==> src/rtl/pll_phase_ctrl.sv <==
// Phase-shift and reset sequencer for the GTP_PLL_E3 dynamic phase port group.
// Runs from a free-running reference clock; pll_lock is treated as asynchronous.
module pll_phase_ctrl #(
  parameter int unsigned STEP_LOW_CYC = 4,
  parameter int unsigned STEP_GAP_CYC = 8,
  parameter int unsigned RST_CYC      = 16,
  parameter int unsigned LOCK_TIMEOUT = 65535,
  parameter int unsigned SYNC_STAGES  = 2
) (
  input  logic       clk,
  input  logic       rst_n,
  input  logic       pll_lock,
  input  logic       req_valid,
  output logic       req_ready,
  input  logic [2:0] req_sel,
  input  logic       req_dir,
  input  logic [7:0] req_steps,
  output logic       busy,
  output logic       done,
  output logic       locked,
  output logic       lock_lost,
  output logic       err_timeout,
  output logic       pll_rst,
  output logic [2:0] phase_sel,
  output logic       phase_dir,
  output logic       phase_step_n,
  output logic       load_phase
);

  localparam logic [15:0] RstLast  = 16'(RST_CYC - 1);
  localparam logic [15:0] WaitLast = 16'(LOCK_TIMEOUT - 1);
  localparam logic [15:0] LowLast  = 16'(STEP_LOW_CYC - 1);
  localparam logic [15:0] GapLast  = 16'(STEP_GAP_CYC - 1);

  typedef enum logic [2:0] {
    StRst, StWaitLock, StIdle, StSetup, StStepLo, StStepHi, StLoad, StDone
  } state_e;

  state_e                 state_q;
  logic [15:0]            cnt_q;
  logic [7:0]             steps_q;
  logic [SYNC_STAGES-1:0] sync_q;
  logic                   lock_s;
  logic                   operating;

  logic       req_ready_q, busy_q, done_q, locked_q, lock_lost_q, err_timeout_q;
  logic       pll_rst_q, phase_dir_q, phase_step_n_q, load_phase_q;
  logic [2:0] phase_sel_q;

  always_ff @(posedge clk or negedge rst_n) begin
    if (!rst_n) begin
      sync_q <= '0;
    end else begin
      sync_q <= {sync_q[SYNC_STAGES-2:0], pll_lock};
    end
  end

  assign lock_s    = sync_q[SYNC_STAGES-1];
  assign operating = (state_q != StRst) && (state_q != StWaitLock);

  always_ff @(posedge clk or negedge rst_n) begin
    if (!rst_n) begin
      state_q        <= StRst;
      cnt_q          <= '0;
      steps_q        <= '0;
      req_ready_q    <= 1'b0;
      busy_q         <= 1'b1;
      done_q         <= 1'b0;
      locked_q       <= 1'b0;
      lock_lost_q    <= 1'b0;
      err_timeout_q  <= 1'b0;
      pll_rst_q      <= 1'b1;
      phase_sel_q    <= '0;
      phase_dir_q    <= 1'b0;
      phase_step_n_q <= 1'b1;
      load_phase_q   <= 1'b0;
    end else begin
      done_q       <= 1'b0;
      lock_lost_q  <= 1'b0;
      load_phase_q <= 1'b0;
      cnt_q        <= cnt_q + 16'd1;
      if (operating && !lock_s) begin
        // Lock loss wins over any handshake or step transition this cycle.
        state_q        <= StRst;
        cnt_q          <= '0;
        lock_lost_q    <= 1'b1;
        locked_q       <= 1'b0;
        phase_step_n_q <= 1'b1;
        pll_rst_q      <= 1'b1;
        req_ready_q    <= 1'b0;
        busy_q         <= 1'b1;
      end else begin
        unique case (state_q)
          StRst: begin
            if (cnt_q == RstLast) begin
              state_q   <= StWaitLock;
              cnt_q     <= '0;
              pll_rst_q <= 1'b0;
            end
          end
          StWaitLock: begin
            if (lock_s) begin
              state_q       <= StIdle;
              cnt_q         <= '0;
              locked_q      <= 1'b1;
              err_timeout_q <= 1'b0;
              req_ready_q   <= 1'b1;
              busy_q        <= 1'b0;
            end else if (cnt_q == WaitLast) begin
              state_q       <= StRst;
              cnt_q         <= '0;
              err_timeout_q <= 1'b1;
              pll_rst_q     <= 1'b1;
            end
          end
          StIdle: begin
            cnt_q <= '0;
            if (req_valid) begin
              // The capture registers drive the PLL directly, so sel/dir are
              // already stable during SETUP and hold after the request ends.
              state_q     <= StSetup;
              phase_sel_q <= req_sel;
              phase_dir_q <= req_dir;
              steps_q     <= req_steps;
              req_ready_q <= 1'b0;
              busy_q      <= 1'b1;
            end
          end
          StSetup: begin
            cnt_q <= '0;
            if (steps_q == 8'd0) begin
              state_q <= StDone;
              done_q  <= 1'b1;
            end else begin
              state_q        <= StStepLo;
              phase_step_n_q <= 1'b0;
            end
          end
          StStepLo: begin
            if (cnt_q == LowLast) begin
              state_q        <= StStepHi;
              cnt_q          <= '0;
              phase_step_n_q <= 1'b1;
              steps_q        <= steps_q - 8'd1;
            end
          end
          StStepHi: begin
            if (cnt_q == GapLast) begin
              cnt_q <= '0;
              if (steps_q != 8'd0) begin
                state_q        <= StStepLo;
                phase_step_n_q <= 1'b0;
              end else begin
                state_q      <= StLoad;
                load_phase_q <= 1'b1;
              end
            end
          end
          StLoad: begin
            state_q <= StDone;
            cnt_q   <= '0;
            done_q  <= 1'b1;
          end
          StDone: begin
            state_q     <= StIdle;
            cnt_q       <= '0;
            req_ready_q <= 1'b1;
            busy_q      <= 1'b0;
          end
          default: begin
            state_q <= StRst;
            cnt_q   <= '0;
          end
        endcase
      end
    end
  end

  assign req_ready    = req_ready_q;
  assign busy         = busy_q;
  assign done         = done_q;
  assign locked       = locked_q;
  assign lock_lost    = lock_lost_q;
  assign err_timeout  = err_timeout_q;
  assign pll_rst      = pll_rst_q;
  assign phase_sel    = phase_sel_q;
  assign phase_dir    = phase_dir_q;
  assign phase_step_n = phase_step_n_q;
  assign load_phase   = load_phase_q;

endmodule

==> config.mk <==
export PLATFORM = sky130hd
export DESIGN_NAME = pll_phase_ctrl
export DESIGN_NICKNAME = d
export VERILOG_FILES = /design/src/rtl/pll_phase_ctrl.sv
export SDC_FILE = /design/constraint.sdc
export NUM_CORES = 1
export LEC_CHECK = 0
export BUFFER_PORTS_ARGS = -buffer_cell sky130_fd_sc_hd__buf_4
export CORE_MARGIN = 4
export CORE_UTILIZATION = 55
export DETAILED_ROUTE_END_ITERATION = 10
export PLACE_DENSITY = 0.81
export SLEW_MARGIN = 30
export SYNTH_ARGS = -nofsm -noshare
export SYNTH_HDL_FRONTEND = slang
export SYNTH_SLANG_ARGS = --single-unit
==> constraint.sdc <==
create_clock -name clk -period 3.5 [get_ports clk]
set_input_delay 0.35 -clock clk [delete_from_list [all_inputs] [get_ports clk]]
set_output_delay 0.35 -clock clk [all_outputs]
set_load 0.01 [all_outputs]
Yosys cells after proc, flatten, opt, wreduce, memory -nomap -nowiden. Index checks and enable logic that the tools add are counted.

Add/subtract/negate cells: 2. Equal/unequal tests: 24. Multiplexer cells: 50. Bitwise operators: 1. Reductions and logical operators: 23.

Operators with widths (count): $mux 16 (6); $pmux 16 s5 (1); $ne 3x3->1 const B (9); $mux 1 (25); $pmux 3 s8 (1); $mux 3 (7); $add 16x1->16 const B (1); $eq 16x16->1 const B (1); $eq 16x2->1 const B (1); $eq 16x3->1 const B (1); $eq 16x4->1 const B (1); $mux 8 (2); $pmux 8 s2 (1); $eq 3x3->1 const B (4); $reduce_and 5->1 (2); $pmux 1 s3 (3); $reduce_and 3->1 (3); $logic_not 8->1 (1); $reduce_and 4->1 (2); $reduce_bool 2->1 (4); $reduce_bool 4->1 (2); $reduce_bool 8->1 (1); $sub 8x1->8 const B (1); $eq 3x2->1 const B (2); 13 further kinds (18).

Register bits: 42. Input port bits: 16.

Depth between registers and ports, before layout.
Depth in word-level cells: 5. Depth in mapped cells: 8. Depth with buffers taken out: 7.

Worst setup path before layout. Ideal clock, no wire load.

Path kind: register -> register. Start: reg steps_q[0]. End: reg state_q[0]. Library setup time: 95 ps. Data arrival time: 1771 ps. Data required time: 3405 ps. Setup slack: 1634 ps. Stages on the path, launching flop included: 8. Path buffers: 1. Clock period less this slack: 1866 ps. Cell sequence: dfrtp_1 > inv_1 > ha_1 > or3b_1 > clkbuf_1 > or3_1 > o221a_2 > o31ai_1.

Word-level cells in the longest chain between the ends: 4.

Ends and longest elaborated chain: start: declaration (line 41) `logic [7:0] steps_q;`; start signal: assignment (line 124) `steps_q <= req_steps;`; start signal: assignment (line 144) `steps_q <= steps_q - 8'd1;`; $logic_not 8->1 (line 131) `if (steps_q == 8'd0) begin`; $mux 2 (line 131); $pmux 3 s8 (line 93) `unique case (state_q)`; $mux 3 (line 82) `if (operating && !lock_s) begin`; end signal: assignment (line 84) `state_q <= StRst;`; end signal: assignment (line 96) `state_q <= StWaitLock;`; end signal: assignment (line 132) `state_q <= StDone;`; end: declaration (line 39) `state_e state_q;`.

Every way passes these cells. A chain may end at the register's enable or synchronous reset.

Final worst setup path.
Start: reg state_q[0]. End: reg cnt_q[10].

Word-level cells in the longest chain between the ends: 4. Elaborated cells between the ends (all ways): 15. Classes of those cells: 8 x eq/ne; 2 x mux; 5 x reduce/logical.

Ends and longest elaborated chain: start signal: assignment (line 63) `state_q <= StRst;`; start signal: assignment (line 84); start signal: assignment (line 96); $eq 3x2->1 (tied with other cells) (line 93); $reduce_or 4->1 (no line) / $logic_and 1x1->1 (equally long branches); $pmux 16 s5 / $logic_and 1x1->1 (equally long branches) (line 93, 82); $mux 16 (*) (line 82); end signal: assignment (line 81) `cnt_q <= cnt_q + 16'd1;`; end: declaration (line 40) `logic [15:0] cnt_q;`.

Every way passes the cells marked *; elsewhere a longest branch is shown, timed or not.

==> results.tsv <==
metric	value	unit
Detailed Route Iter0 Violations	166	
Slew HR	51.2	%
period utilization	62.5	%
Clk Latency, worst-skew pair	290	ps
Residual DRC	0	
Hold/Removal Path Class	in -> async	
TritonCTS clock tree	done	
status	complete, no violations	
synthesized area	2280	um^2
Post-Layout Cell Count	316	
Seq/Total Area, Yosys	46.3	%
Synth Warn #	0	
Fmax achieved	457	MHz
Total Routed Length	4600	um
nature of the critical path startpoint	flop	
Cell Int Power	0.00117	W
Placed Instances	308	
largest net degree at the start of global routing	43	
number of cell rows	23	
peak supply drop	0.438	mV
DR WL/cell	14.6	um
CTS Buf Count	5	
Finished Cell Area	2590	um^2
WP data required	3700	ps
crit path max fanout	22	
Crit. End Element	flop	
Cell variety after synth	52	
sw power	0.000736	W
Post-Syn Instances	242	
I/O Pins	29	
Post-synth EDFFs	0	
post_cts resized	0	
top cells by area, synth	dfrtp_1, nor2_1, a21oi_1, dfstp_2, nand3_1	
global-route wire length before repair	7980	um
share of post-route cells with drive strength above 1	20.7	%
Comb power frac	37.0	%
Async S/R FF share, synth	100	%
die height	72.4	um
fin crit period	2190	ps
critical path class	reg -> reg	
Nets	284	
Sum Neg Setup Slack	0	ps
syn avg cell area	9.42	um^2
Area Overhead vs Synth	13.8	%
die width	72.4	um
max_cap viols	0	
drt pass-1 iters	4	
CP arrival	2390	ps
post-DP HPWL	3250	um
GRT Total Usage	19.4	%
Overflow after GRT	0	
clk sinks	42	
Clk pwr share	20.3	%
Worst-path clk slew	80	ps
P_leak	1.09	nW
Final Max Tran Viols	0	
FF+latch count, synth	42	
GPL Wtd Cong	0.812	
Worst Clk Skew	7.05	ps
hold buffer count at CTS	0	
via/cell ratio	5.83	
vias post-DR	1841	
worst slew pin tran	729	ps
RSZ-0062 raised after global routing	no	
dominant cell type by area after synthesis	dfrtp_1	
Primary FF master, synth	dfrtp_1	
Port Buf Inserts	28	
H-tree levels	2	
setup bufs post-CTS	0	
ANT nets after route	0	
DIE AREA	5240	um^2
core footprint	4000	um^2
Clock Tree Root	clkbuf_8	
Net Sw Frac	38.7	%
Power Density	733	nW/um^2
Sequential Power Share	42.8	%
synthesized net count	261	
Initial Util	57.0	%
Max clock buf depth	2	
Diodes inserted	0	
Yosys top cell area share	42.8	%
Final Hold Vio Count	0	
number of global-route vias before repair	1754	
Final Util	64.9	%
Cell Area, Placed	2480	um^2
initial antenna violation count	0	
# setup viols final	0	
[state kept, by name, indices dropped and copies added, names as in the netlist]
name          cells
cnt_q            16
steps_q           8
phase_sel         3
state_q           3
sync_q            2
busy              1
done              1
err_timeout       1
load_phase        1
lock_lost         1
locked            1
phase_dir         1
phase_step_n      1
pll_rst           1
req_ready         1
[metal layers]
layer | global-route usage [%] | wire length (um) | up-vias
met4 | 6.97 | 80 | 0
met5 | 0 | 0 | -
met1 | 28.1 | 2200 | 859
li1 | - | - | 915
met3 | 4.71 | 291 | 6
met2 | 28.3 | 2030 | 61
[layout make-up]
class	count	area (um^2)
Fill cell	319	1410
Multi-Input combinational cell	179	1120
Sequential cell	42	1050
Timing Repair Buffer	29	218
Clock buffer	5	68.8
Tap cell	50	62.6
Clock inverter	3	45.0
Inverter	8	30.0
[worst paths after layout]
| check | startpoint | to | slack (ps) | cells past startpoint |
|---|---|---|---|---|
| setup / recovery | state_q[0]$_DFFE_PN0P_ | cnt_q[10]$_DFF_PN0_ | 1310 | 4 |
| hold / removal | rst_n | steps_q[2]$_DFFE_PN0P_ | 10 | 1 |
| setup reg to reg | state_q[0]$_DFFE_PN0P_ | cnt_q[10]$_DFF_PN0_ | 1310 | 4 |
| hold reg to reg | sync_q[0]$_DFF_PN0_ | sync_q[1]$_DFF_PN0_ | 350 | 0 |
| max in group asynchronous | rst_n | phase_step_n$_DFFE_PN1P_ | 3100 | 1 |
| min in group clk | pll_lock | sync_q[0]$_DFF_PN0_ | 160 | 1 |
[stage by stage]
| stage | power, W | hold WS, ps | setup WS [ps] |
|---|---|---|---|
| after detailed placement | 0.00152 | 336 | 1330 |
| after CTS | 0.00191 | 37.9 | 1330 |
| final | 0.00190 | 14.2 | 1310 |
| after floorplan | 0.00133 | 54.4 | 1630 |
| after global routing | 0.00205 | 57.4 | 1160 |
| after global placement | 0.00150 | 332 | 1410 |
[critical path: stages (launching register included)]
cell	delay, ps
dfrtp_1	770
and2b_1	300
or4b_4	500
a31o_4	310
nor3_1	220
[layout by cell type (no fill, tap or decap), types with 8 or more instances in the layout]
cell type  count
nand3_1       13
buf_4         29
nor3_1         9
a31oi_1        9
nand2_1       12
inv_1          8
nor2_1        29
dfrtp_1       39
o21ai_0       13
a21oi_1       16
[synthesized netlist by cell type (2+ instances only)]
master    count
a21oi_1      16
a31oi_1       9
and3_1        2
buf_2         3
buf_4         2
buf_6         3
clkbuf_1      4
dfrtp_1      39
dfstp_2       3
ha_1          3
inv_1         8
mux2_2        4
nand2_1      12
nand2b_1      5
nand3_1      13
nand4_1       6
nor2_1       29
nor2b_1       4
nor3_1        9
nor4_1        5
o21a_1        3
o21ai_0      13
o21ai_2       2
o221a_2       2
o22ai_1       2
o31ai_1       2
or3_1         3
xnor2_1       6
xor2_1        7
[cells by family (layout without fill, tap and decap cells)]
kind of cell,Yosys count,count (layout),share of synthesized area [%]
AND/OR/NAND/NOR,97,97,22.2
AO/OA/AOI/OAI,61,61,17.5
adder cells (fa/ha/maj),3,3,1.65
buffers and inverters,21,45,4.99
multiplexers,5,5,2.41
flip-flops,42,42,46.3
XOR/XNOR,13,13,4.99
[power by group through the flow]
stage	Combinational (W)	Clock [W]	Sequential [W]
floorplan	0.000585	0	0.000749
global placement	0.000685	0	0.000813
detailed placement	0.000701	0	0.000818
CTS	0.000706	0.000393	0.000811
global route	0.000790	0.000417	0.000844
finish	0.000703	0.000385	0.000813
No activity file was read; power rests on OpenSTA's default activity.
